`config.mk`:
```
export PLATFORM = sky130hd
export DESIGN_NAME = demod_demapper
export DESIGN_NICKNAME = d
export VERILOG_FILES = /design/src/rtl/demod_demapper.sv
export SDC_FILE = /design/constraint.sdc
export NUM_CORES = 1
export LEC_CHECK = 0
export ABC_AREA = 0
export CAP_MARGIN = 20
export CORE_MARGIN = 2
export CORE_UTILIZATION = 47
export DETAILED_ROUTE_END_ITERATION = 12
export HOLD_SLACK_MARGIN = 0.15
export PLACE_DENSITY_LB_ADDON = 0.2
export SYNTH_ARGS = -nofsm -noshare
export SYNTH_HDL_FRONTEND = slang
export SYNTH_SLANG_ARGS = --single-unit
export TNS_END_PERCENT = 50
```
`constraint.sdc`:
```
create_clock -name CLK_Demod -period 2.7 [get_ports CLK_Demod]
set_input_delay 0.27 -clock CLK_Demod [delete_from_list [all_inputs] [get_ports CLK_Demod]]
set_output_delay 0.27 -clock CLK_Demod [all_outputs]
set_load 0.05 [all_outputs]
```
`src/rtl/demod_demapper.sv`:
```
// rtl/demod_demapper.sv - hard-decision QPSK/16QAM/64QAM demapper with serial bit output
module demod_demapper #(
    parameter int LUT_WIDTH = 18,
    parameter int THR_16    = 20724,
    parameter int THR_64_1  = 10112,
    parameter int THR_64_2  = 20225,
    parameter int THR_64_3  = 30337
) (
    input  logic                 CLK_Demod,
    input  logic                 RST_Demod,
    input  logic                 Valid_Demod_IN,
    input  logic [LUT_WIDTH-1:0] Demod_IN_I,
    input  logic [LUT_WIDTH-1:0] Demod_IN_Q,
    input  logic [2:0]           Order_Demod,
    input  logic                 Last_Demod_IN,
    output logic                 Ready_Demod,
    output logic                 Serial_OUT,
    output logic                 Valid_Demod_OUT,
    output logic                 DEMOD_DONE,
    output logic [15:0]          Bit_Count
);

    localparam logic [0:0] S_IDLE  = 1'b0;
    localparam logic [0:0] S_SHIFT = 1'b1;

    // Thresholds widened to the |x| width so the most negative sample compares correctly
    localparam logic [LUT_WIDTH:0] T16  = (LUT_WIDTH+1)'(THR_16);
    localparam logic [LUT_WIDTH:0] T641 = (LUT_WIDTH+1)'(THR_64_1);
    localparam logic [LUT_WIDTH:0] T642 = (LUT_WIDTH+1)'(THR_64_2);
    localparam logic [LUT_WIDTH:0] T643 = (LUT_WIDTH+1)'(THR_64_3);

    logic [0:0]         state_q, state_d;
    logic [5:0]         sr_q, sr_d;
    logic [2:0]         cnt_q, cnt_d;
    logic               last_q, last_d;
    logic               ser_q, ser_d;
    logic               val_q, val_d;
    logic               done_q, done_d;
    logic [15:0]        bc_q, bc_d;

    logic [LUT_WIDTH:0] ext_i, ext_q, abs_i, abs_q;
    logic               sgn_i, sgn_q;
    logic [5:0]         slice_bits;
    logic [2:0]         slice_n;
    logic               slice_ok;
    logic               accept, final_bit;
    logic [15:0]        bc_base;

    assign sgn_i = Demod_IN_I[LUT_WIDTH-1];
    assign sgn_q = Demod_IN_Q[LUT_WIDTH-1];
    assign ext_i = {sgn_i, Demod_IN_I};
    assign ext_q = {sgn_q, Demod_IN_Q};
    assign abs_i = sgn_i ? -ext_i : ext_i;
    assign abs_q = sgn_q ? -ext_q : ext_q;

    assign final_bit   = (state_q == S_SHIFT) && (cnt_q == 3'd1);
    assign Ready_Demod = (state_q == S_IDLE) || final_bit;
    assign accept      = Valid_Demod_IN && Ready_Demod;

    // Slice the current input symbol into bits, b0 in the MSB position
    always_comb begin
        slice_bits = 6'b0;
        slice_n    = 3'd0;
        slice_ok   = 1'b0;
        case (Order_Demod)
            3'd1: begin
                slice_bits = {sgn_i, sgn_q, 4'b0};
                slice_n    = 3'd2;
                slice_ok   = 1'b1;
            end
            3'd2: begin
                slice_bits = {sgn_i, sgn_q, abs_i > T16, abs_q > T16, 2'b0};
                slice_n    = 3'd4;
                slice_ok   = 1'b1;
            end
            3'd3: begin
                slice_bits = {sgn_i, sgn_q, abs_i > T642, abs_q > T642,
                              (abs_i <= T641) || (abs_i > T643),
                              (abs_q <= T641) || (abs_q > T643)};
                slice_n    = 3'd6;
                slice_ok   = 1'b1;
            end
            default: begin
                slice_bits = 6'b0;
                slice_n    = 3'd0;
                slice_ok   = 1'b0;
            end
        endcase
    end

    // Next-state: shift out, finish a symbol, or load a newly accepted one
    always_comb begin
        state_d = state_q;
        sr_d    = sr_q;
        cnt_d   = cnt_q;
        last_d  = last_q;
        ser_d   = ser_q;
        val_d   = val_q;
        done_d  = 1'b0;
        if (state_q == S_SHIFT && cnt_q > 3'd1) begin
            ser_d = sr_q[5];
            sr_d  = {sr_q[4:0], 1'b0};
            cnt_d = cnt_q - 3'd1;
            val_d = 1'b1;
        end
        if (final_bit) begin
            done_d  = last_q;
            state_d = S_IDLE;
            ser_d   = 1'b0;
            val_d   = 1'b0;
        end
        // An accept on the final bit overrides the return to idle, giving no bubble
        if (accept && slice_ok) begin
            ser_d   = slice_bits[5];
            sr_d    = {slice_bits[4:0], 1'b0};
            cnt_d   = slice_n;
            last_d  = Last_Demod_IN;
            val_d   = 1'b1;
            state_d = S_SHIFT;
        end
        bc_base = done_d ? 16'd0 : bc_q;
        bc_d    = (val_d && bc_base != 16'hFFFF) ? bc_base + 16'd1 : bc_base;
    end

    // State and output registers
    always_ff @(posedge CLK_Demod or negedge RST_Demod) begin
        if (!RST_Demod) begin
            state_q <= S_IDLE;
            sr_q    <= 6'b0;
            cnt_q   <= 3'd0;
            last_q  <= 1'b0;
            ser_q   <= 1'b0;
            val_q   <= 1'b0;
            done_q  <= 1'b0;
            bc_q    <= 16'd0;
        end else begin
            state_q <= state_d;
            sr_q    <= sr_d;
            cnt_q   <= cnt_d;
            last_q  <= last_d;
            ser_q   <= ser_d;
            val_q   <= val_d;
            done_q  <= done_d;
            bc_q    <= bc_d;
        end
    end

    assign Serial_OUT      = ser_q;
    assign Valid_Demod_OUT = val_q;
    assign DEMOD_DONE      = done_q;
    assign Bit_Count       = bc_q;

endmodule

```
==> results.txt <==
status: finished clean
ratio of cells with drive above 1 in the final layout: 21.9%
hold_ws: 0.364 ns
drc violations: 0
# fillers: 492
Routed Antenna Nets: 0
pre-CTS setup slack: -0.190 ns
Die H: 82.4 um
RR Startpoint: cnt_q[1]
synthesized area: 0.00289 mm2
max-slew violation count: 0
P&R area growth vs syn: 47.1%
worst path required time: 2.87 ns
fmax: 386 MHz
adder-cell share of the synthesized area: 2.16%
# setup viols final: 0
xor-xnor portion of the synthesized cell area: 10.6%
number of H-tree levels: 2
Register Area: 726 um2
simple-gate share of the synthesized area: 30.0%
Initial Util: 48.8%
TritonCTS clock tree: yes
diode count: 0
register area share after synthesis: 25.1%
crit path from: cnt_q[1]
WL per Instance: 15.2 um
CP Launch Type: flip-flop
clock slew at reported path FFs: 0.07 ns
hold buffer count at CTS: 0
final period utilization: 95.8%
PD cells: 591 mW/mm2
Die Area: 0.00679 mm2
min cycle time layout: 2.59 ns
GRT Overall Usage: 24.2%
largest family of logic cells by synthesized area: simple AND/OR/NAND/NOR gates
Rows: 28
area of the multi-input gates: 0.00212 mm2
Clock Sinks: 29
routing usage on met3: 2.07%
Via-to-Cell Ratio: 5.83
Hold Path Class: in2async
routability congestion estimate: 0.889
Routed WL: 8530 um
syn_nets: 418
most crowded layer after global routing: met2
synthesized instance count: 370
iteration-0 DRC count of the detailed router: 118
antenna violations before repair: 0
async set or reset register ratio after synthesis: 100%
routing usage on met2: 44.7%
Worst R2R Setup Slack: 0.11 ns
Leakage: 1.77 nW
final setup margin: 0.112 ns
synthesis warning total: 0
clock root cell: clkbuf_8
mux contribution to synthesized area: 1.82%
Ports: 63
DRT Pass-1 Iters: 4
post-synthesis register bit count: 29
critical path class: reg2reg
PortBufs: 62
GR met1 Demand/Resource: 29.7%
global route overflow: 0
first-pass GRT wire length: 13100 um
EDFF count, synth: 0
clock latency on the worst-skew pair: 0.29 ns
Synth Flop Type: dfrtp_1
largest net degree at the start of global routing: 30
maximum vdd drop: 614 uV
Via Count: 3280
Detailed Place HPWL: 6350 um
Avg Cell Area, Syn: 7.81 um2
peak fanout along the critical path: 5
final core occ: 71.8%
Nets: 535
post-synth cell types: 71
Slew @ Worst Pin: 0.500 ns
cts bufs inserted: 5
Final Skew: 0.00750 ns
vias in the first global route: 2994
Slew headroom: 66.6%
crit end category: flip-flop
Final Hold Violating Endpoints: 0
overall power: 2.51 mW
core area: 0.00592 mm2
Max Cap Violations: 0
CP arrival: 2.75 ns
die width: 82.4 um
Max clock buf depth: 2
compound-cell area share of the yosys netlist: 25.1%
RSZ-0062 raised after global routing: true
[cells by family (layout without fill, tap and decap cells)]
kind of cell / count (synthesis) / after routing
simple gates: 162 / 162
compound gates: 95 / 95
buf+inv: 39 / 157
xor+xnor: 35 / 35
flops: 29 / 29
fa+ha+maj: 5 / 5
mux: 5 / 5
[where the power goes]
group | switching (mW) | total, mW | internal [mW]
logic | 0.850 | 1.46 | 0.615
registers | 0.128 | 0.698 | 0.570
clock network | 0.172 | 0.350 | 0.177
[layout by cell type (no fill, tap or decap), types with 5 or more instances in the layout]
cell type / n
and3_1: 5
xor2_1: 22
clkdlybuf4s50_1: 60
nor2_1: 31
a21oi_1: 8
o31ai_1: 6
nand2b_1: 6
o211ai_1: 5
dfrtp_1: 29
or3_1: 11
nor3_1: 15
nand2_1: 32
nand3_1: 20
nor4_1: 6
a31oi_1: 5
nand3b_1: 6
buf_4: 72
clkbuf_8: 5
inv_1: 13
o21ai_0: 18
xnor2_1: 13
[cells in the mapped netlist, drive strengths merged, types with 4 or more instances]
| master | number | area (um2) |
|---|---|---|
| o21ai | 19 | 95.1 |
| a31oi | 5 | 31.3 |
| nand3b | 6 | 45.0 |
| nor2 | 31 | 116 |
| o31ai | 7 | 52.6 |
| a22oi | 4 | 30.0 |
| a21oi | 8 | 40.0 |
| and3 | 5 | 31.3 |
| buf | 4 | 18.8 |
| xnor2 | 13 | 114 |
| nor3 | 15 | 75.1 |
| o21a | 4 | 30.0 |
| xor2 | 22 | 193 |
| nand2b | 6 | 37.5 |
| or3 | 11 | 68.8 |
| ha | 5 | 62.6 |
| o32ai | 4 | 42.6 |
| nand3 | 21 | 105 |
| dfrtp | 29 | 726 |
| nor4 | 8 | 56.3 |
| nand4 | 4 | 25.0 |
| inv | 15 | 56.3 |
| nand2 | 32 | 120 |
| o211ai | 6 | 50.1 |
| or4 | 4 | 30.0 |
| clkbuf | 20 | 76.3 |
[state kept, by name, summed over array words and instances (netlist names)]
name and cells:
Bit_Count 16, DEMOD_DONE 1, Serial_OUT 1, Valid_Demod_OUT 1
cnt_q 3, last_q 1, sr_q 5, state_q 1
[layout make-up]
cell class,count,share of cell area [%]
clock buffer,5,1.62
multi-input combinational,302,49.9
clock inverter,3,0.412
inverter,15,1.32
timing repair buffer,134,27.4
tap,75,2.21
sequential,29,17.1
[stage by stage]
step | area [um2] | instances | TNS [ns]
finish | 4250 | 563 | 0
global route | 4250 | 563 | -0.0482
CTS | 4100 | 557 | 0
detailed placement | 4010 | 549 | -0.948
global placement | 4010 | 549 | -0.364
floorplan | 2890 | 370 | 0
[final timing paths]
check	end	depth (start not counted)
worst min-delay path	cnt_q[1]	2
max in group asynchronous	Bit_Count[9]	2
min in group CLK_Demod	sr_q[5]	2
worst max-delay path	Bit_Count[11]	12
worst max register to register	Bit_Count[11]	12
worst min register to register	sr_q[5]	2
[routing by layer]
layer	vias to the layer above	wire, um
met5	-	0
met4	0	153
met3	17	329
met2	85	4490
met1	1560	3560
li1	1618	-
[worst max-delay path, stage by stage (launching register included)]
cell	delay (ns)
dfrtp_1	0.38
inv_1	0.09
ha_4	0.17
nand4b_1	0.15
and2_4	0.19
ha_2	0.18
nand4_1	0.22
nor4bb_4	0.48
nor4_1	0.11
buf_4	0.18
nand3_1	0.09
xor2_1	0.15
nor2_1	0.06
[repair_timing]
item / CTS / global route
pin swaps: 0 / 9
endpoints found under the setup margin: 10 / 18
setup buffers: 0 / 6
cloned: 0 / 0
resized for setup: 2 / 22
No activity file was read; power rests on OpenSTA's default activity.
